==> src/rtl/edge_pulse_gen.sv <==
// Programmable pulse-train generator: N high pulses of H cycles separated by L-cycle lows,
// with registered rise/fall/done strobes for downstream edge-detection logic.
module edge_pulse_gen #(
    parameter int LEN_W = 8,
    parameter int CNT_W = 8
) (
    input  logic             clk,
    input  logic             reset,
    input  logic             start_i,
    input  logic [LEN_W-1:0] high_len_i,
    input  logic [LEN_W-1:0] low_len_i,
    input  logic [CNT_W-1:0] num_pulses_i,
    input  logic             abort_i,
    output logic             busy_o,
    output logic             pulse_o,
    output logic             rise_o,
    output logic             fall_o,
    output logic             done_o
);

    typedef enum logic [1:0] {
        IDLE = 2'd0,
        HIGH = 2'd1,
        LOW  = 2'd2
    } state_t;

    state_t           state_reg;
    logic [LEN_W-1:0] phase_cnt_reg;
    logic [LEN_W-1:0] high_len_reg;
    logic [LEN_W-1:0] low_len_reg;
    logic [CNT_W-1:0] pulses_left_reg;

    localparam logic [LEN_W-1:0] LEN_ONE = LEN_W'(1);
    localparam logic [CNT_W-1:0] CNT_ONE = CNT_W'(1);

    // A zero length would stall the phase counter, so it is promoted to one cycle.
    function automatic logic [LEN_W-1:0] nonzero_len(input logic [LEN_W-1:0] len);
        return (len == '0) ? LEN_ONE : len;
    endfunction

    always_ff @(posedge clk or posedge reset) begin
        if (reset) begin
            state_reg       <= IDLE;
            phase_cnt_reg   <= '0;
            high_len_reg    <= '0;
            low_len_reg     <= '0;
            pulses_left_reg <= '0;
            busy_o          <= 1'b0;
            pulse_o         <= 1'b0;
            rise_o          <= 1'b0;
            fall_o          <= 1'b0;
            done_o          <= 1'b0;
        end else begin
            rise_o <= 1'b0;
            fall_o <= 1'b0;
            done_o <= 1'b0;
            case (state_reg)
                IDLE: begin
                    if (start_i && !abort_i) begin
                        high_len_reg <= nonzero_len(high_len_i);
                        low_len_reg  <= nonzero_len(low_len_i);
                        if (num_pulses_i != '0) begin
                            state_reg       <= HIGH;
                            phase_cnt_reg   <= nonzero_len(high_len_i);
                            pulses_left_reg <= num_pulses_i;
                            pulse_o         <= 1'b1;
                            busy_o          <= 1'b1;
                            rise_o          <= 1'b1;
                        end else begin
                            done_o <= 1'b1;
                        end
                    end
                end
                HIGH: begin
                    if (abort_i) begin
                        state_reg <= IDLE;
                        pulse_o   <= 1'b0;
                        busy_o    <= 1'b0;
                        fall_o    <= 1'b1;
                        done_o    <= 1'b1;
                    end else if (phase_cnt_reg == LEN_ONE) begin
                        pulse_o <= 1'b0;
                        fall_o  <= 1'b1;
                        // The last pulse ends the train directly, with no trailing low phase.
                        if (pulses_left_reg == CNT_ONE) begin
                            state_reg <= IDLE;
                            busy_o    <= 1'b0;
                            done_o    <= 1'b1;
                        end else begin
                            state_reg       <= LOW;
                            phase_cnt_reg   <= low_len_reg;
                            pulses_left_reg <= pulses_left_reg - CNT_ONE;
                        end
                    end else begin
                        phase_cnt_reg <= phase_cnt_reg - LEN_ONE;
                    end
                end
                LOW: begin
                    if (abort_i) begin
                        state_reg <= IDLE;
                        busy_o    <= 1'b0;
                        done_o    <= 1'b1;
                    end else if (phase_cnt_reg == LEN_ONE) begin
                        state_reg     <= HIGH;
                        phase_cnt_reg <= high_len_reg;
                        pulse_o       <= 1'b1;
                        rise_o        <= 1'b1;
                    end else begin
                        phase_cnt_reg <= phase_cnt_reg - LEN_ONE;
                    end
                end
                default: begin
                    state_reg <= IDLE;
                    pulse_o   <= 1'b0;
                    busy_o    <= 1'b0;
                end
            endcase
        end
    end

endmodule

==> config.mk <==
export PLATFORM = sky130hd
export DESIGN_NAME = edge_pulse_gen
export DESIGN_NICKNAME = d
export VERILOG_FILES = /design/src/rtl/edge_pulse_gen.sv
export SDC_FILE = /design/constraint.sdc
export NUM_CORES = 1
export LEC_CHECK = 0
export CORE_MARGIN = 1.5
export CORE_UTILIZATION = 45
export DETAILED_ROUTE_END_ITERATION = 16
export HOLD_SLACK_MARGIN = 0.15
export PLACE_DENSITY_LB_ADDON = 0.3
export SETUP_SLACK_MARGIN = 0.1
export SYNTH_ARGS = -nofsm -noshare
export SYNTH_HDL_FRONTEND = slang
export SYNTH_SLANG_ARGS = --single-unit
==> constraint.sdc <==
create_clock -name clk -period 6.23 [get_ports clk]
set_clock_uncertainty 0.15 [all_clocks]
set_input_delay 1.246 -clock clk [delete_from_list [all_inputs] [get_ports clk]]
set_output_delay 1.246 -clock clk [all_outputs]
set_load 0.05 [all_outputs]
==> reports/metrics.json <==
{
  "die": {
    "fp.dieW_um": 76.4,
    "fp.dieH_um": 76.4,
    "core_region_area_um2": 5140,
    "floorplan.initialDensity_pct": 47.2,
    "io-pin-count": 33,
    "dieArea_um2": 5840,
    "rows": 26
  },
  "detailed_routing": {
    "vias": 2157,
    "wirelength_um": 6020,
    "post_drt_via_cell_ratio": 5.93,
    "first_iteration_detailed_routing_drc_count": 119,
    "post_drt_wl_per_cell_um": 16.5,
    "drt_pass1_iterations": 4,
    "post-route-drc-count": 0,
    "ant_nets": 0
  },
  "global_route": {
    "overflow": 0,
    "globalRoute.busiestLayer": "met2",
    "grt_first_pass_wirelength_um": 9910,
    "grt_use_met3_pct": 3.83,
    "gr-usage-met1_pct": 31.4,
    "grt_use_met2_pct": 31.6,
    "grt_antenna_before_repair": 0,
    "grt_use_total_pct": 21.5,
    "grt_pass1_vias": 2023,
    "pin_count_of_the_biggest_net_entering_global_routing": 40
  },
  "sta": {
    "finalSetupViolations": 0,
    "layout_worst_path_cycle_share_pct": 57.2,
    "worst_pin_slew_ns": 0.917,
    "unrepaired_setup_endpoints_after_global_routing": "no",
    "max_clock_freq_mhz": 281,
    "final_max_slew_violation_count": 0,
    "hold-worst-slack_ns": 0.344,
    "final_hold_vio_count": 0,
    "setup-tns-final_ns": 0,
    "time_the_worst_path_needs_with_i_o_delays_and_setup_ns": 3.56,
    "worst_slew_margin_relative_to_its_limit_pct": 38.7
  },
  "cts": {
    "clkSinkCount": 39,
    "htreeDepth": 2,
    "cts_max_path_buffers": 2,
    "cts.repair.resized": 0,
    "cts.root.buffer_cell": "clkbuf_8",
    "cts_hold_buf": 0,
    "cts_tree": "done",
    "clk_pin_slew_worst_setup_hold_paths_ns": 0.08,
    "clkLatencyLatePin_ns": 0.30,
    "cts-buffers-inserted": 5,
    "postCtsSetupBuffers": 0
  },
  "cells_and_area": {
    "final_common_cell": "dfrtp_1",
    "final_layout_size_suffix_gt1_share_pct": 11.2,
    "nNetsFinal": 329,
    "antennaDiodeCount": 0,
    "most_used_cells_in_the_layout_excluding_fill_and_tap_cells": "dfrtp_1, nand2_1, clkdlybuf4s50_1",
    "syn2layout_area_growth_pct": 18.1
  },
  "setup_path": {
    "critical-path-slowest-cell": "nand3_1",
    "worstPathArrival_ns": 3.59,
    "critical_path.cell_chain": "clkdlybuf4s50_1 -> inv_1 -> nand3_1 -> clkinv_1 -> a32oi_1 -> nand2_1",
    "critical_path_class": "in2reg",
    "worst_path_max_fanout": 24,
    "worst_path_dominant_cell_family": "buffers and inverters",
    "cpPeakStageDelay_ns": 0.71,
    "critical_path_buf_inv_count": 3,
    "crit_path_start_kind": "primary input",
    "crit_path_end_kind": "flop",
    "required_ns": 6.26
  },
  "flow_run": {
    "drv_cap": 0
  },
  "pwr": {
    "share_clk_of_total_power_pct": 12.4,
    "vdd_drop_max_uv": 212,
    "net-switching-power_mw": 0.629,
    "switching_share_pct": 44.9,
    "seq_power_share_pct": 34.7,
    "power.share.combinational_pct": 52.9,
    "internal_power_mw": 0.771,
    "power_density_nw_per_um2": 489,
    "cellLeakagePower_nw": 1.22
  },
  "yosys": {
    "asyncSetResetFlopFracSynth_pct": 100,
    "syn_area_per_cell_um2": 9.15,
    "count_of_flip_flops_with_a_built_in_enable_after_synthesis": 0,
    "synth_fp_nets": 301,
    "synth_seq_area_share_pct": 40.2,
    "synth_flop_cell": "dfrtp_1",
    "syn_inst": 265,
    "postSynthRegisterBits": 39,
    "number_of_distinct_library_cells_after_synthesis": 56,
    "top_cells_by_area_synth": "dfrtp_1, nand2_1, ha_1",
    "synth_largest_type_area_fraction_pct": 40.2,
    "synth_top_cell_by_area": "dfrtp_1",
    "synth-warning-count": 0,
    "synthesized_cell_area_um2": 2420
  },
  "placed_design": {
    "numPortBuffers": 32,
    "place_congestion": 0.841,
    "dp_hpwl_um": 4290
  },
  "outcome": {
    "status": "completed"
  },
  "hold_path": {
    "hold_path_class": "reg2reg"
  }
}
metal layers:
metal,wire (um),part of all wire (%),vias up
met3,382,6.3,7
li1,-,-,1028
met4,59,0.98,0
met2,2690,45,81
met5,0,0,-
met1,2890,48,1041
final timing paths:
path                                                 start  depth (start not counted)  slack [ns]                              to
min in group asynchronous                            reset                          3        1.20    phase_cnt_reg[4]$_DFFE_PP0P_
worst min register to register  low_len_reg[5]$_DFFE_PP0P_                          2        0.34      low_len_reg[5]$_DFFE_PP0P_
worst min-delay path            low_len_reg[5]$_DFFE_PP0P_                          2        0.34      low_len_reg[5]$_DFFE_PP0P_
max in group asynchronous                            reset                          3        4.36                done_o$_DFF_PP0_
worst max register to register    state_reg[1]$_DFFE_PP0P_                          7        3.34    phase_cnt_reg[3]$_DFFE_PP0P_
worst max-delay path                               abort_i                          6        2.67  pulses_left_reg[4]$_DFFE_PP0P_
logic make-up (layout without fill, tap and decap cells):
family / Yosys count / in the layout / synth area share (%)
AOI/OAI and AO/OA: 75 / 75 / 21.2
muxes: 16 / 16 / 8.26
xor gates and xnor gates: 4 / 4 / 1.45
buffers and inverters: 30 / 59 / 5.47
DFF: 39 / 39 / 40.2
adders and majority gates: 8 / 8 / 4.13
and+or+nand+nor: 93 / 93 / 19.3
synthesized netlist by cell type, drive strengths merged, types with 5 or more instances:
library cell and number:
o31ai 5, nor4 7, ha 8, nor2 14, o21ai 13, nor3 8
nand2 38, a21oi 19, clkbuf 8, nand3 7, dfrtp 39, mux2 14
inv 17
worst min-delay path, stage by stage (launching register included):
cell     delay [ns]
dfrtp_1        0.35
nand2_1        0.06
nand2_1        0.06
cell type report:
class / instances / area, um^2
Clock buffer: 5 / 68.8
Clock inverter: 3 / 20.0
Fill cell: 506 / 2280
Inverter: 18 / 67.6
Multi-Input combinational cell: 196 / 1320
Sequential cell: 39 / 976
Tap cell: 70 / 87.6
Timing Repair Buffer: 33 / 328
power by group through the flow:
stage	registers, mW	logic (mW)	clock network, mW
6_report	0.486	0.740	0.174
5_1_grt	0.504	0.813	0.189
4_1_cts	0.483	0.732	0.178
3_5_place_dp	0.485	0.729	0
3_3_place_gp	0.483	0.719	0
2_1_floorplan	0.498	0.545	0
per-stage QoR:
step	total power, mW	std cells	setup slack (ns)	utilization [%]	cell area [um^2]
2_1_floorplan	1.04	265	3.28	-	2420
3_3_place_gp	1.20	356	2.46	54.0	2780
3_5_place_dp	1.21	356	2.38	54.0	2780
4_1_cts	1.39	364	2.70	55.7	2860
5_1_grt	1.51	364	2.45	55.7	2860
6_report	1.40	364	2.67	55.7	2860
Note: power is estimated with default switching activity, not from simulation.
